`config.mk`:
```
export PLATFORM = sky130hd
export DESIGN_NAME = lane_rx_aligner
export DESIGN_NICKNAME = d
export VERILOG_FILES = /design/src/rtl/lane_rx_aligner.sv
export SDC_FILE = /design/constraint.sdc
export NUM_CORES = 1
export LEC_CHECK = 0
export ABC_AREA = 1
export BUFFER_PORTS_ARGS = -buffer_cell sky130_fd_sc_hd__buf_2
export CORE_UTILIZATION = 49
export CTS_CLUSTER_DIAMETER = 40
export DETAILED_ROUTE_END_ITERATION = 8
export PLACE_DENSITY = 0.95
export SETUP_SLACK_MARGIN = 0.4
export SYNTH_ARGS = -nofsm -noshare
export SYNTH_HDL_FRONTEND = slang
export SYNTH_SLANG_ARGS = --single-unit
export TNS_END_PERCENT = 20
```
`constraint.sdc`:
```
create_clock -name clock -period 12.9 [get_ports clock]
set_input_delay 1.935 -clock clock [delete_from_list [all_inputs] [get_ports clock]]
set_output_delay 1.935 -clock clock [all_outputs]
set_load 0.05 [all_outputs]
```
`src/rtl/lane_rx_aligner.sv`:
```
// -----------------------------------------------------------------------------
// lane_rx_aligner
//
// Per-lane receive word aligner and keep-alive filter. It sits between one
// transceiver RX lane and that lane's receive clock-crossing FIFO, and runs
// in the lane's rx clock domain.
//
// Operation:
//   HUNT      - counts consecutive words whose 2-bit sync header is valid.
//               After LOCK_COUNT of them the lane is declared locked. An
//               invalid header clears the run, pulses oslip for one cycle
//               and enters SLIP_HOLD.
//   SLIP_HOLD - ignores SLIP_WAIT words while the transceiver shifts its
//               word boundary, then returns to HUNT with a fresh run.
//   LOCKED    - forwards data words (header 01), drops control/keep-alive
//               words (header 10) and counts invalid headers (00/11) per
//               WINDOW-word window. BAD_MAX invalid headers inside one
//               window drop the lane back to HUNT without a slip.
//
// Ports:
//   clock      in   lane rx clock
//   reset      in   asynchronous, active-high reset (release synchronously)
//   idata      in   [0:w-1] raw received word; idata[0:1] is the sync header
//   oslip      out  one-cycle slip request to the transceiver
//   aligned    out  lane locked
//   odata      out  [0:w-1] received word delayed by one cycle
//   ovalid     out  odata holds a forwarded data word
//   slip_count out  [7:0] slips since reset, saturating at 255
//
// All outputs are registered; data path latency is one cycle. There is no
// backpressure: every ovalid cycle must be accepted downstream.
// -----------------------------------------------------------------------------
module lane_rx_aligner #(
    parameter int w          = 128,
    parameter int LOCK_COUNT = 64,
    parameter int SLIP_WAIT  = 32,
    parameter int WINDOW     = 1024,
    parameter int BAD_MAX    = 16
) (
    input  logic         clock,
    input  logic         reset,
    input  logic [0:w-1] idata,
    output logic         oslip,
    output logic         aligned,
    output logic [0:w-1] odata,
    output logic         ovalid,
    output logic [7:0]   slip_count
);

    // Counter widths. Each counter only ever holds values up to its
    // terminal value, which is one less than the parameter it tracks.
    localparam int GW = $clog2(LOCK_COUNT + 1);
    localparam int HW = $clog2(SLIP_WAIT + 1);
    localparam int WW = $clog2(WINDOW);
    localparam int BW = $clog2(BAD_MAX + 1);

    localparam logic [GW-1:0] GOOD_LAST = GW'(LOCK_COUNT - 1);
    localparam logic [HW-1:0] HOLD_LAST = HW'(SLIP_WAIT - 1);
    localparam logic [WW-1:0] WIN_LAST  = WW'(WINDOW - 1);
    localparam logic [BW-1:0] BAD_LAST  = BW'(BAD_MAX - 1);

    localparam logic [7:0] SLIP_SAT = 8'hFF;

    typedef enum logic [1:0] {
        HUNT      = 2'd0,
        SLIP_HOLD = 2'd1,
        LOCKED    = 2'd2
    } state_t;

    // Sync header classification helpers.
    function automatic logic hdr_is_data(input logic [1:0] hdr_v);
        return (hdr_v == 2'b01);
    endfunction

    function automatic logic hdr_is_valid(input logic [1:0] hdr_v);
        return (hdr_v == 2'b01) || (hdr_v == 2'b10);
    endfunction

    state_t          state;
    state_t          state_next;
    logic [GW-1:0]   good_cnt;
    logic [GW-1:0]   good_next;
    logic [HW-1:0]   hold_cnt;
    logic [HW-1:0]   hold_next;
    logic [WW-1:0]   win_cnt;
    logic [WW-1:0]   win_next;
    logic [BW-1:0]   bad_cnt;
    logic [BW-1:0]   bad_next;
    logic            slip_fire;
    logic            fwd;
    logic [1:0]      hdr;
    logic            hdr_valid;
    logic            hdr_data;

    assign hdr       = idata[0:1];
    assign hdr_valid = hdr_is_valid(hdr);
    assign hdr_data  = hdr_is_data(hdr);

    // Next-state, counter and output-strobe decode for the alignment FSM.
    always_comb begin
        state_next = state;
        good_next  = good_cnt;
        hold_next  = hold_cnt;
        win_next   = win_cnt;
        bad_next   = bad_cnt;
        slip_fire  = 1'b0;
        fwd        = 1'b0;

        case (state)
            HUNT: begin
                if (hdr_valid) begin
                    if (good_cnt == GOOD_LAST) begin
                        // This word completes the run; it is not forwarded.
                        // The monitoring window starts with the next word.
                        state_next = LOCKED;
                        good_next  = {GW{1'b0}};
                        win_next   = {WW{1'b0}};
                        bad_next   = {BW{1'b0}};
                    end else begin
                        good_next = good_cnt + GW'(1);
                    end
                end else begin
                    state_next = SLIP_HOLD;
                    good_next  = {GW{1'b0}};
                    hold_next  = {HW{1'b0}};
                    slip_fire  = 1'b1;
                end
            end

            SLIP_HOLD: begin
                // Words seen here come from an unsettled boundary and are
                // not evaluated at all.
                if (hold_cnt == HOLD_LAST) begin
                    state_next = HUNT;
                    hold_next  = {HW{1'b0}};
                    good_next  = {GW{1'b0}};
                end else begin
                    hold_next = hold_cnt + HW'(1);
                end
            end

            LOCKED: begin
                fwd = hdr_data;
                if (!hdr_valid && (bad_cnt == BAD_LAST)) begin
                    // Loss of lock takes priority over a coincident window
                    // wrap. No slip here: HUNT slips on its own next error.
                    state_next = HUNT;
                    good_next  = {GW{1'b0}};
                    win_next   = {WW{1'b0}};
                    bad_next   = {BW{1'b0}};
                end else begin
                    if (win_cnt == WIN_LAST) begin
                        // The wrap word is the last word of the old window,
                        // so a bad header here does not carry over.
                        win_next = {WW{1'b0}};
                        bad_next = {BW{1'b0}};
                    end else begin
                        win_next = win_cnt + WW'(1);
                        if (!hdr_valid) begin
                            bad_next = bad_cnt + BW'(1);
                        end else begin
                            bad_next = bad_cnt;
                        end
                    end
                end
            end

            default: begin
                state_next = HUNT;
                good_next  = {GW{1'b0}};
                hold_next  = {HW{1'b0}};
                win_next   = {WW{1'b0}};
                bad_next   = {BW{1'b0}};
            end
        endcase
    end

    // FSM state and counter registers.
    always_ff @(posedge clock or posedge reset) begin
        if (reset) begin
            state    <= HUNT;
            good_cnt <= {GW{1'b0}};
            hold_cnt <= {HW{1'b0}};
            win_cnt  <= {WW{1'b0}};
            bad_cnt  <= {BW{1'b0}};
        end else begin
            state    <= state_next;
            good_cnt <= good_next;
            hold_cnt <= hold_next;
            win_cnt  <= win_next;
            bad_cnt  <= bad_next;
        end
    end

    // Registered outputs: one-cycle latency for data, strobes and status.
    always_ff @(posedge clock or posedge reset) begin
        if (reset) begin
            oslip      <= 1'b0;
            aligned    <= 1'b0;
            odata      <= {w{1'b0}};
            ovalid     <= 1'b0;
            slip_count <= 8'd0;
        end else begin
            oslip   <= slip_fire;
            aligned <= (state_next == LOCKED);
            odata   <= idata;
            ovalid  <= fwd;
            if (slip_fire && (slip_count != SLIP_SAT)) begin
                slip_count <= slip_count + 8'd1;
            end else begin
                slip_count <= slip_count;
            end
        end
    end

endmodule
```
Word-level counts from Yosys, hierarchy flattened:

Cells that the tools add are included.

* eq/ne operators: 16
* multiplexer cells: 27
* add/sub/neg operators: 5
* reductions and logical operators: 9
* bitwise logic cells: 2

Operator list (count)
* $mux W10: 4
* $pmux W10 S3: 1
* $mux W7: 4
* $mux W5: 5
* $pmux W7 S3: 1
* $pmux W6 S3: 1
* $pmux W5 S3: 1
* $mux W6: 2
* $add A10 B1 Y10 const B: 1
* $eq A10 B10 Y1 const B: 1
* $ne A2 B2 Y1 const B: 5
* $add A8 B1 Y8 const B: 1
* $mux W2: 4
* $ne A8 B8 Y1 const B: 1
* $add A7 B1 Y7 const B: 1
* $eq A7 B6 Y1 const B: 1
* $add A6 B1 Y6 const B: 1
* $eq A2 B2 Y1 const B: 3
* $eq A6 B5 Y1 const B: 1
* $pmux W2 S3: 1
* $add A5 B1 Y5 const B: 1
* $eq A5 B4 Y1 const B: 1
* $eq A2 B1 Y1 const B: 2
* $ne A4 B4 Y1 const B: 1
* other kinds (9): 14

* register bits after elaboration: 169
* word-level logic and storage cells: 69
* input port bits: 130

Logic depth before layout (Yosys ltp):

Gate-level depths: netlist of run 1.

* depth in word-level cells: 7
* gate-level depth with buffers: 11

Least setup slack after synthesis of run 1:

Ideal clock, no wire load.

* path type: input to register
* from: in idata[0] (netlist bit)
* to: reg good_cnt[5]
* setup slack: 9.872 ns
* data arrival time: 2.915 ns
* path buffers: 0
* data required time: 12.787 ns
* library setup time: 0.113 ns
* cell stages on the path: 10
* cell sequence: inv_1 > ha_1 > nand2_1 > nand2_2 > nand2_4 > inv_2 > nand2_1 > nand2_1 > nand2_1 > inv_1

* cells in the longest elaborated chain, start to end: 6
* elaborated cells between the ends (all ways): 9
* those cells by class: 3 x eq/ne; 2 x mux; 4 x reduce/logical

Ends and longest elaborated chain
* start: declaration: RTL line 42 `input logic [0:w-1] idata,`
* $eq A2 B1 Y1 or $eq A2 B2 Y1 (tied branches): RTL line 76 `return (hdr_v == 2'b01) || (hdr_v == 2'b10);`
* $logic_or A1 B1 Y1 *: RTL line 76
* $logic_not A1 Y1
* $logic_and A1 B1 Y1: RTL line 144 `if (!hdr_valid && (bad_cnt == BAD_LAST)) begin`
* $ne A2 B2 Y1 (no line)
* $reduce_and A2 Y1 (no line)
* end signal: assignment: RTL line 182 `good_cnt <= {GW{1'b0}};`
* end signal: assignment: RTL line 188 `good_cnt <= good_next;`
* end: declaration: RTL line 81 `logic [GW-1:0] good_cnt;`

Mark *: on every way between the ends. The rest lies on a longest branch, timed or not.
A chain may end at the register's enable or synchronous reset.

Final worst setup path of run 1:

* from: reg slip_count[4]
* to: out slip_count[4]

RTL lines
* start: declaration: RTL line 47 `output logic [7:0] slip_count`
* start signal: assignment: RTL line 209 `slip_count <= slip_count + 8'd1;`
* start signal: assignment: RTL line 211 `slip_count <= slip_count;`

No word-level cell between the ends.

==> results.md, run 1 <==
* Total grt overflow at 0
* Maximum root-to-sink buffer count at 2
* Net Count, Synth at 544
* Root buffer cell: clkbuf_16
* Mapped Area at about 0.0055 mm^2
* FILL cells at 760
* Crit end category: primary output
* Post-cts hold buffer count at 0
* First-pass GRT wire length at between 20000 and 25000 um
* Syn Inst Count at roughly 410
* CP max FO at 5
* Pwr per Cell Area at 163 mW/mm^2
* Die ar. at 0.0117 mm^2
* ANT nets after route at 0
* GPL Wtd Cong at 0.827
* Residual DRC at 0
* Critical Path RT at 10.97 ns
* Setup bufs post-CTS at 0
* Setup TNS at 0 ns
* Antenna violations before repair at 0
* Core Region at 0.0109 mm^2
* Met2 Use GR at 0.449
* Crit-path cells: buf_2
* Tightest Hold Check Type: flop to flop
* Most frequent cells in the layout: buf_2 (268), dfrtp_1 (169), nand2_1 (73), inv_1 (25), nor2_1 (19)
* Delay-heaviest family, CP: flip-flops
* Share of cells above drive strength 1 at 0.474
* Mean Syn Cell Area at about 14 um^2
* Number of global-route vias before repair at slightly above 4000
* Worst-margin pin slew at between 0.8 and 0.9 ns
* WP data arrival at around 1.2 ns
* Final setup fails at 0
* # port buffers at 268
* Clk_lat worst skew at 0.41 ns
* Sequential fraction of the synthesis area at 0.765
* Worst Path Buf+Inv at 1
* GR Util met1 at 0.267
* Max VDD drop at about 0.14 mV
* Met3 usage at 0.0892
* Outcome: finished, final reports clean
* Synth-to-Final Area Change at 37.1%
* H-tree depth at 4
* Pin count of the biggest net entering global routing at 99
* Relative slew slack at 0.441
* Final Hold Viols at 0
* Clock sinks at 169
* Antenna Cells at 0
* Post-DP HPWL at 10200 um
* Crit-path slowest cell: dfrtp_1
* Post-synth cell types at 36
* CTS buffer count at 17
* FF+latch count, synth at between 150 and 200
* Aggregate routed wire length at 13500 um
* Via count at between 3000 and 4000
* Nets at 832
* Max incr delay on CP at 0.44 ns
* Pins Over Slew Limit at 0
* WL per Instance at 16.0 um
* DRT Pass-1 Iters at 4
* Crit path kind: flop to primary output
* Fin crit share at 0.240
* Crit path time final at 3.10 ns
* WHS at 0.496 ns
* Rows at 38
* YS warnings at 0
* Worst-path clk slew at 0.06 ns
* Max Cap Viol at 0
* GRT Max-Usage Layer: met2
* Commonest non-fill, non-tap cell in the layout: buf_2
* RSZ-0062 raised after global routing: no
* Starting DRC count in detailed routing at about 150
* Die X at 108 um
* Max Freq at 323 MHz
* Die Ht at 108 um
* Leak pwr at 3.97 nW
* Fin Clk Skew at just under 0.007 ns
* Vias per Instance at 4.70
* Initial core utilization at 0.505
* CTS tree: yes
* I/O Pins at 269
* Post-CTS resize count at 0
* GRT Total Usage at 0.248
* Crit start category: flop
## per-layer routing
metal  vias to the layer above  routed length, um
met5                         -                  0
met4                         0                125
met3                        13               1110
met2                       189               7290
met1                      1893               4990
li1                       1873                  -
## final timing paths
check / startpoint / endpoint / slack, ns / depth (start not counted)
worst max register to register: bad_cnt[0] / good_cnt[5] / 11.02 / 11
worst min register to register: bad_cnt[4] / bad_cnt[4] / 0.50 / 2
min in group asynchronous: reset / odata[31] / 1.69 / 2
worst max-delay path: slip_count[4] / slip_count[4] / 9.80 / 1
max in group asynchronous: reset / odata[37] / 9.84 / 3
worst min-delay path: bad_cnt[4] / bad_cnt[4] / 0.50 / 2
## report_power, final
group | switching [mW] | total (mW) | internal, mW | leakage, nW
sequential | 0.0208 | 0.586 | 0.565 | 2.05
combinational | 0.151 | 0.204 | 0.0532 | 1.67
clock | 0.190 | 0.447 | 0.258 | 0.254
total | 0.362 | 1.24 | 0.876 | 3.97
## cell type report
cell class                      count  area [um^2]  area share
Tap cell                          140          175      0.0231
Multi-Input combinational cell    198         1140       0.151
Inverter                           40          160      0.0211
Timing Repair Buffer              269         1350       0.178
Clock buffer                       22          474      0.0626
Sequential cell                   169         4230       0.558
Clock inverter                      7         47.5     0.00627
## sequential cells by signal, indices dropped and copies added (netlist names)
signal	cells
oslip	1
win_cnt	10
hold_cnt	6
bad_cnt	5
ovalid	1
aligned	1
good_cnt	7
state	2
slip_count	8
odata	128
## cell usage after synthesis
master      n  area [um^2]
a21oi_1     5         25.0
a22o_1      1         8.76
a31oi_1     1         6.26
and3_1      1         6.26
clkinv_1    2         7.51
dfrtp_1   169         4230
ha_1        7         87.6
inv_1      26         97.6
inv_2      10         37.5
inv_4       2         12.5
nand2_1    73          274
nand2_2     4         25.0
nand2_4     3         33.8
nand2_8     1         20.0
nand3_1    13         65.1
nand3_2     1         10.0
nand3_4     1         17.5
nand4_1    11         68.8
nand4_2     1         12.5
nor2_1     19         71.3
nor2_2      3         18.8
nor2_4      4         45.0
nor2_8      1         20.0
nor3_1      5         25.0
nor3_2      2         20.0
o21a_1      1         7.51
o21ai_0    13         65.1
o21ai_1     6         30.0
o21ai_2     1         8.76
o21ai_4     1         16.3
o21bai_1    1         7.51
o22ai_1     2         12.5
o31ai_1     1         7.51
or2_2       2         12.5
xnor2_1     5         43.8
xor2_1      8         70.1
## kinds of logic (layout without fill, tap and decap cells)
| group | Yosys count | count (layout) | synth area share |
|---|---|---|---|
| fa+ha+maj | 7 | 7 | 0.0158 |
| compound gates | 33 | 33 | 0.0353 |
| simple gates | 145 | 145 | 0.135 |
| flops | 169 | 169 | 0.765 |
| xor+xnor | 13 | 13 | 0.0206 |
| buf+inv | 40 | 338 | 0.0281 |
## metrics by stage
stage | power [mW] | std cells | utilization | setup WS, ns | instance area, um^2
floorplan | 0.738 | 407 | - | 6.39 | 5530
global placement | 0.795 | 816 | 0.645 | 9.35 | 7060
detailed placement | 0.802 | 816 | 0.645 | 9.30 | 7060
CTS | 1.25 | 845 | 0.693 | 9.75 | 7580
global route | 1.29 | 845 | 0.693 | 9.50 | 7580
finish | 1.24 | 845 | 0.693 | 9.80 | 7580
No activity file was read; power rests on OpenSTA's default activity.
==> inputs of run 2 (changes only) <==
- ABC_AREA: 1 -> 0
- CORE_UTILIZATION: 49 -> 45
- PLACE_DENSITY: 0.95 -> 0.9
- clock period: 12.9 -> 3.15 ns (I/O delays scaled with it)
==> run 2 against run 1 <==
Net effect:
- the flow now finishes with violations (design-rule violations)
- clock skew shrank 0.00082 ns
- hold slack lost 0.34 ns
- sequential cell count is the same
- largest cell class unchanged
==> results.md, run 2 <==
* Outcome: complete, but fails checks
* Failing checks: design-rule violations
* Setup TNS at 0 ns (unchanged)
* Area leader, netlist: dfrtp_1
* Clock share of power at 0.376 (+0.015)
* Area post-placement at 0.00687 mm^2 (-2.7%)
* Final Instance Count excl. Fillers at 777 (-8.0%)
* Syn Inst Count at 340 (-16%)
* Setup bufs post-CTS at 0 (unchanged)
* WL per Instance at 18.0 um (+13%)
* Commonest cells in the netlist: dfrtp_1 (169), nor2_1 (15), nand2_1 (14), o21ai_0 (14), inv_1 (13)
* I/O Pins at 269 (unchanged)
* Top reg by flops: odata
* GRT Max-Usage Layer: met2
* Critical Path RT at 3.49 ns (-7.48 ns)
* Tightest Hold Check Type: primary input to flop
* Commonest non-fill, non-tap cell in the layout: buf_2
* Post-synth cell types at 49 (+36%)
* Starting DRC count in detailed routing at 276 (+85%)
* Crit start category: flop
* DRT Pass-1 Iters at 6 (+2)
* Worst-margin pin slew at 0.860 ns (+0.0212 ns)
* Biggest regs: odata (128), win_cnt (10), slip_count (8)
* Number of global-route vias before repair at 4098 (-0.17%)
* Rows at 39 (+2.6%)
* Root buffer cell: clkbuf_16
* Initial core utilization at 0.466 (-0.0397)
* Post-CTS resize count at 0 (unchanged)
* Placed cells at 746 (-8.6%)
* Final setup fails at 0 (unchanged)
* CTS tree: yes
* Total grt overflow at 0 (unchanged)
* ANT nets after route at 0 (unchanged)
* Mean Syn Cell Area at 15.8 um^2 (+16%)
* Final Instance Area at 0.00746 mm^2 (-1.6%)
* Antenna Cells at 0 (unchanged)
* Leak pwr at 3.81 nW (-3.9%)
* Sequential fraction of the synthesis area at 0.789 (+0.0234)
* FF+latch count, synth at 169 (unchanged)
* Residual DRC at 30 (+30)
* Mapped Area at 0.00536 mm^2 (-3.0%)
* Sw Share at 0.305 (+0.0124)
* Seq pwr share at 0.450 (-0.024)
* Fin Clk Skew at 0.00593 ns (-0.000815 ns)
* CP max FO at 17 (+12)
* Worst-path clk slew at 0.06 ns (about the same)
* Core Region at 0.0115 mm^2 (+5.3%)
* Max Cap Viol at 0 (unchanged)
* Most frequent cells in the layout: buf_2 (268), dfrtp_1 (169), clkbuf_16 (17), nor2_1 (15)
* Combinational power share at 0.174 (+0.009)
* WP data arrival at 2.65 ns (+1.49 ns)
* Die Ht at 111 um (+2.7%)
* Share of cells above drive strength 1 at 0.494 (+0.0199)
* Total power at 5.50 mW (+340%)
* First-pass GRT wire length at 21800 um (+5.2%)
* Synth-to-Final Area Change at 39.0%
* Ys async rst share at 1.00 (unchanged)
* Pins Over Slew Limit at 0 (unchanged)
* FILL cells at 819 (+7.8%)
* Pwr per Cell Area at 737 mW/mm^2 (+350%)
* RSZ-0062 raised after global routing: no
* Met3 usage at 0.0733 (-0.0159)
* Crit end category: flop
* Vias per Instance at 5.05 (+7.6%)
* Die ar. at 0.0124 mm^2 (+5.6%)
* GRT Total Usage at 0.238 (-0.00922)
* Power Internal at 3.82 mW (+340%)
* Fin crit share at 0.732
* Synth top area share at 0.789 (+0.0234)
* Switch Pwr at 1.67 mW (+360%)
* Pin count of the biggest net entering global routing at 170 (+72%)
* Maximum root-to-sink buffer count at 2 (unchanged)
* Nets at 759 (-8.8%)
* H-tree depth at 4 (unchanged)
* YS warnings at 0 (unchanged)
* Most common cell in the netlist: dfrtp_1
* Clk_lat worst skew at 0.42 ns (about the same)
* Post-DP HPWL at 10500 um (+3.0%)
* Primary FF master, synth: dfrtp_1
* Util after Layout at 0.647 (-0.0455)
* Antenna violations before repair at 5 (+5)
* Net Count, Synth at 477 (-12%)
* EDFF count, synth at 0 (unchanged)
* Max Freq at 434 MHz
* Die X at 111 um (+2.7%)
* Clock sinks at 169 (unchanged)
* Met2 Use GR at 0.399 (-0.0499)
* GR Util met1 at 0.290 (+0.0232)
* Post-cts hold buffer count at 0 (unchanged)
* Number of flip-flops in the largest register at 128 (unchanged)
* GPL Wtd Cong at 0.830 (+0.35%)
* Via count at 3925 (-1.1%)
* Final Hold Viols at 0 (unchanged)
* # port buffers at 268 (unchanged)
* Max VDD drop at 0.631 mV (+350%)
* CTS buffer count at 17 (unchanged)
* Crit path time final at approximately 2.3 ns
* Area contributors post-synth: dfrtp_1 (79%), ha_1 (1.6%), o21ai_0 (1.3%)
* Relative slew slack at 0.426 (-0.0141)
* Aggregate routed wire length at 14000 um (+3.5%)
* Crit path kind: flop to flop
[run 2: cell count changes in the layout (fill, tap and decap cells not counted), sizes merged, moves of 5 or more]
cell | before | now
a22o | 1 | 6
and3 | 1 | 8
inv | 38 | 17
nand2 | 81 | 14
nand3 | 15 | 8
nand4 | 12 | 4
nor2 | 27 | 15
o21ai | 21 | 14
[run 2: layout make-up]
| type | count | area (um^2) | share of cell area |
|---|---|---|---|
| Sequential cell | 169 | 4230 | 0.567 |
| Timing Repair Buffer | 270 | 1370 | 0.184 |
| Multi-Input combinational cell | 151 | 1040 | 0.139 |
| Clock buffer | 19 | 453 | 0.0607 |
| Tap cell | 143 | 179 | 0.0240 |
| Clock inverter | 12 | 138 | 0.0185 |
| Inverter | 13 | 52.6 | 0.00705 |
[run 2: power by group through the flow]
stage | logic, mW | clock network [mW] | registers [mW]
after detailed placement | 0.957 | 0 | 2.51
after global routing | 1.02 | 2.18 | 2.49
after global placement | 0.926 | 0 | 2.49
final | 0.956 | 2.07 | 2.47
after CTS | 0.961 | 2.11 | 2.47
after floorplan | 0.278 | 0 | 2.89
[run 2: worst paths after layout]
check,from,endpoint,slack (ns),cells past startpoint
hold reg to reg,hold_cnt[5],hold_cnt[5],0.48,2
max in group asynchronous,reset,odata[39],2.22,3
setup reg to reg,bad_cnt[0],bad_cnt[0],0.85,7
min in group asynchronous,reset,odata[103],0.30,3
setup / recovery,bad_cnt[0],bad_cnt[0],0.85,7
hold / removal,idata[106],odata[106],0.15,1
[run 2: cell families (layout without fill, tap and decap cells)]
family,Yosys count,count (layout),synth area share
flip-flops,169,169,0.789
AO/OA/AOI/OAI,55,55,0.0765
AND/OR/NAND/NOR,76,76,0.0772
XOR/XNOR,9,9,0.0147
adder cells (fa/ha/maj),7,7,0.0163
multiplexers,4,4,0.00840
buffers and inverters,20,314,0.0182
[run 2: critical path: stages, from the launching register on]
cell and delay, ns:
dfrtp_1 0.41, ha_1 0.24, and3_1 0.19, ha_1 0.18, and2_1 0.16, or2_1 0.43
or4_1 0.54, o21ai_0 0.08
[run 2: per-stage QoR]
stage	setup WS (ns)	hold WS (ns)
2_1_floorplan	0.523	0.450
3_3_place_gp	0.852	0.461
3_5_place_dp	0.829	0.471
4_1_cts	0.866	0.135
5_1_grt	0.677	0.135
6_report	0.846	0.154
[run 2: per-layer routing]
metal | routed length, um | share of wire
met1 | 5350 | 0.38
met2 | 7210 | 0.52
met3 | 1150 | 0.082
met4 | 258 | 0.018
met5 | 23 | 0.0016
==> inputs of run 3 (changes only) <==
- ABC_AREA: 0 -> 1
- CORE_UTILIZATION: 45 -> 41
- PLACE_DENSITY: 0.9 -> 0.86
- clock period: 3.15 -> 2 ns (I/O delays scaled with it)
==> run 3 against run 2 <==
Net effect:
- largest power group unchanged
- largest cell class unchanged
- wire length grew 30%
- sequential cell count unchanged
- the run now ends clean
- final cell count increased by 33%
- power up 56%
- critical endpoint is now win_cnt[5]
- critical path type unchanged
- register-to-register slack worse by 0.40 ns
==> results.md, run 3 (synthesis results as in run 1) <==
* GPL Wtd Cong at 0.823 (-0.86%)
* I/O Pins at 269 (unchanged)
* Final setup fails at 0 (unchanged)
* Worst-margin pin slew at 0.519 ns (-0.341 ns)
* Die ar. at 0.0139 mm^2 (+13%)
* Outcome: finished, final reports clean
* Antenna violations before repair at 0 (-5)
* Biggest regs: odata (128), win_cnt (10), slip_count (8)
* Aggregate routed wire length at 18200 um (+30%)
* Residual DRC at 0 (-100%)
* Crit-path cells: ha_2 -> and3_4 -> ha_4 -> nand2_2 -> nand2_4 -> inv_2 -> nand2_2 -> o22ai_1
* Max incr delay on CP at 0.39 ns (-0.15 ns)
* Crit end category: flop
* Starting DRC count in detailed routing at 227 (-18%)
* Max VDD drop at 0.790 mV (+25%)
* Synth-to-Final Area Change at 66.7%
* Clock sinks at 169 (unchanged)
* Fin crit share at 0.779 (+0.0470)
* Share of cells above drive strength 1 at 0.426 (-0.0678)
* CP max FO at 5 (-12)
* Maximum root-to-sink buffer count at 2 (unchanged)
* CP dominant cell by count: nand2_2
* RSZ-0062 raised after global routing: yes
* WP data arrival at 1.89 ns (-0.76 ns)
* Worst Path Buf+Inv at 1 (+1)
* Final Hold Viols at 0 (unchanged)
* Crit start category: flop
* Max Freq at 642 MHz (+48%)
* Leak pwr at 4.64 nW (+22%)
* Crit-path slowest cell: dfrtp_1
* Nets at 982 (+29%)
* Crit path time final at 1.56 ns (-0.747 ns)
* Core Region at 0.0132 mm^2 (+15%)
* Crit path kind: flop to flop
* Initial core utilization at 0.419 (-0.0467)
* Fin Clk Skew at 0.00824 ns (+0.00231 ns)
* Final Instance Count excl. Fillers at 1033 (+33%)
* First-pass GRT wire length at 27100 um (+24%)
* H-tree depth at 4 (unchanged)
* Die X at 118 um (+6.2%)
* Relative slew slack at 0.653 (+0.227)
* Post-DP HPWL at 10500 um (-0.84%)
* Clk_lat worst skew at 0.43 ns (about the same)
* Root buffer cell: clkbuf_16
* Tightest Hold Check Type: primary input to flop
* Delay-heaviest family, CP: simple AND/OR/NAND/NOR gates
* Die Ht at 118 um (+6.2%)
* # port buffers at 268 (unchanged)
* Via count at 4808 (+22%)
* GRT Total Usage at 0.267 (+0.0286)
* Vias per Instance at 4.65 (-7.9%)
* Pin count of the biggest net entering global routing at 37 (-78%)
* Max Cap Viol at 0 (unchanged)
* WL per Instance at 17.7 um (-1.9%)
* Antenna Cells at 0 (unchanged)
* Commonest non-fill, non-tap cell in the layout: buf_2
* Worst-path clk slew at 0.07 ns (about the same)
* Rows at 42 (+7.7%)
* CTS buffer count at 17 (unchanged)
* WHS at 0.0239 ns (-0.130 ns)
* DRT Pass-1 Iters at 4 (-2)
* Number of global-route vias before repair at 5130 (+25%)
* Critical Path RT at 2.33 ns (-1.16 ns)
* CTS tree: yes
* ANT nets after route at 0 (unchanged)
* Placed cells at 859 (+15%)
* Top reg by flops: odata
* Pins Over Slew Limit at 0 (unchanged)
* Number of flip-flops in the largest register at 128 (unchanged)
* Total grt overflow at 0 (unchanged)
* Pwr per Cell Area at 929 mW/mm^2 (+26%)
* Most frequent cells in the layout: buf_2 (268), dfrtp_1 (169), dlygate4sd3_1 (128), nand2_1 (72), inv_1 (25)
## run 3: cell types whose count changed in the layout (fill, tap and decap cells not counted), moves of 5 or more
cell and change:
nand2_1 +58, dlygate4sd3_1 +128, nand4_1 +7, a22o_1 -5, inv_1 +13, and3_1 -8
inv_2 +9, buf_4 +18, o21ai_1 +6
## run 3: metrics by stage
| stage | power (mW) | setup slack (ns) | util | cell area, um^2 | setup TNS (ns) |
|---|---|---|---|---|---|
| after CTS | 8.49 | 0.419 | 0.687 | 9070 | 0 |
| after global routing | 8.90 | 0.364 | 0.698 | 9210 | 0 |
| after global placement | 5.15 | 0.380 | 0.545 | 7190 | 0 |
| after detailed placement | 5.19 | 0.290 | 0.545 | 7190 | 0 |
| final | 8.56 | 0.443 | 0.698 | 9210 | 0 |
| after floorplan | 4.76 | -0.455 | - | 5530 | -76.85 |
## run 3: what timing repair did
action,in CTS,in global routing
hold buffers,127,1
endpoints found under the hold margin,140,1
resized for setup,3,10
gates cloned,0,0
buffers inserted,5,10
endpoints found under the setup margin,11,16
pin swaps,3,5
## run 3: worst paths after layout
path | slack [ns] | start | depth (start not counted) | to
worst max register to register | 0.44 | bad_cnt[0] | 8 | win_cnt[5]
worst min-delay path | 0.02 | idata[61] | 1 | odata[61]
worst min register to register | 0.51 | hold_cnt[0] | 1 | hold_cnt[0]
worst max-delay path | 0.44 | bad_cnt[0] | 8 | win_cnt[5]
max in group asynchronous | 0.88 | reset | 4 | bad_cnt[1]
min in group asynchronous | 0.48 | reset | 3 | odata[101]
## run 3: report_power, final
group | leakage (nW) | switching (mW) | internal [mW]
combinational | 2.33 | 1.07 | 0.562
sequential | 2.05 | 0.155 | 3.64
clock | 0.272 | 1.37 | 1.76
total | 4.64 | 2.59 | 5.97
## run 3: layout make-up
type,count,area [um^2]
Clock buffer,19,443
Clock inverter,12,119
Fill cell,862,3980
Inverter,40,161
Multi-Input combinational cell,198,1200
Sequential cell,169,4230
Tap cell,176,220
Timing Repair Buffer,419,2840
## run 3: metal layers
metal	vias up	global-route usage	wire, um
met3	48	0.0853	1200
met4	0	0.135	682
met2	237	0.491	10000
met1	2346	0.268	6340
li1	2177	-	-
met5	-	0	0
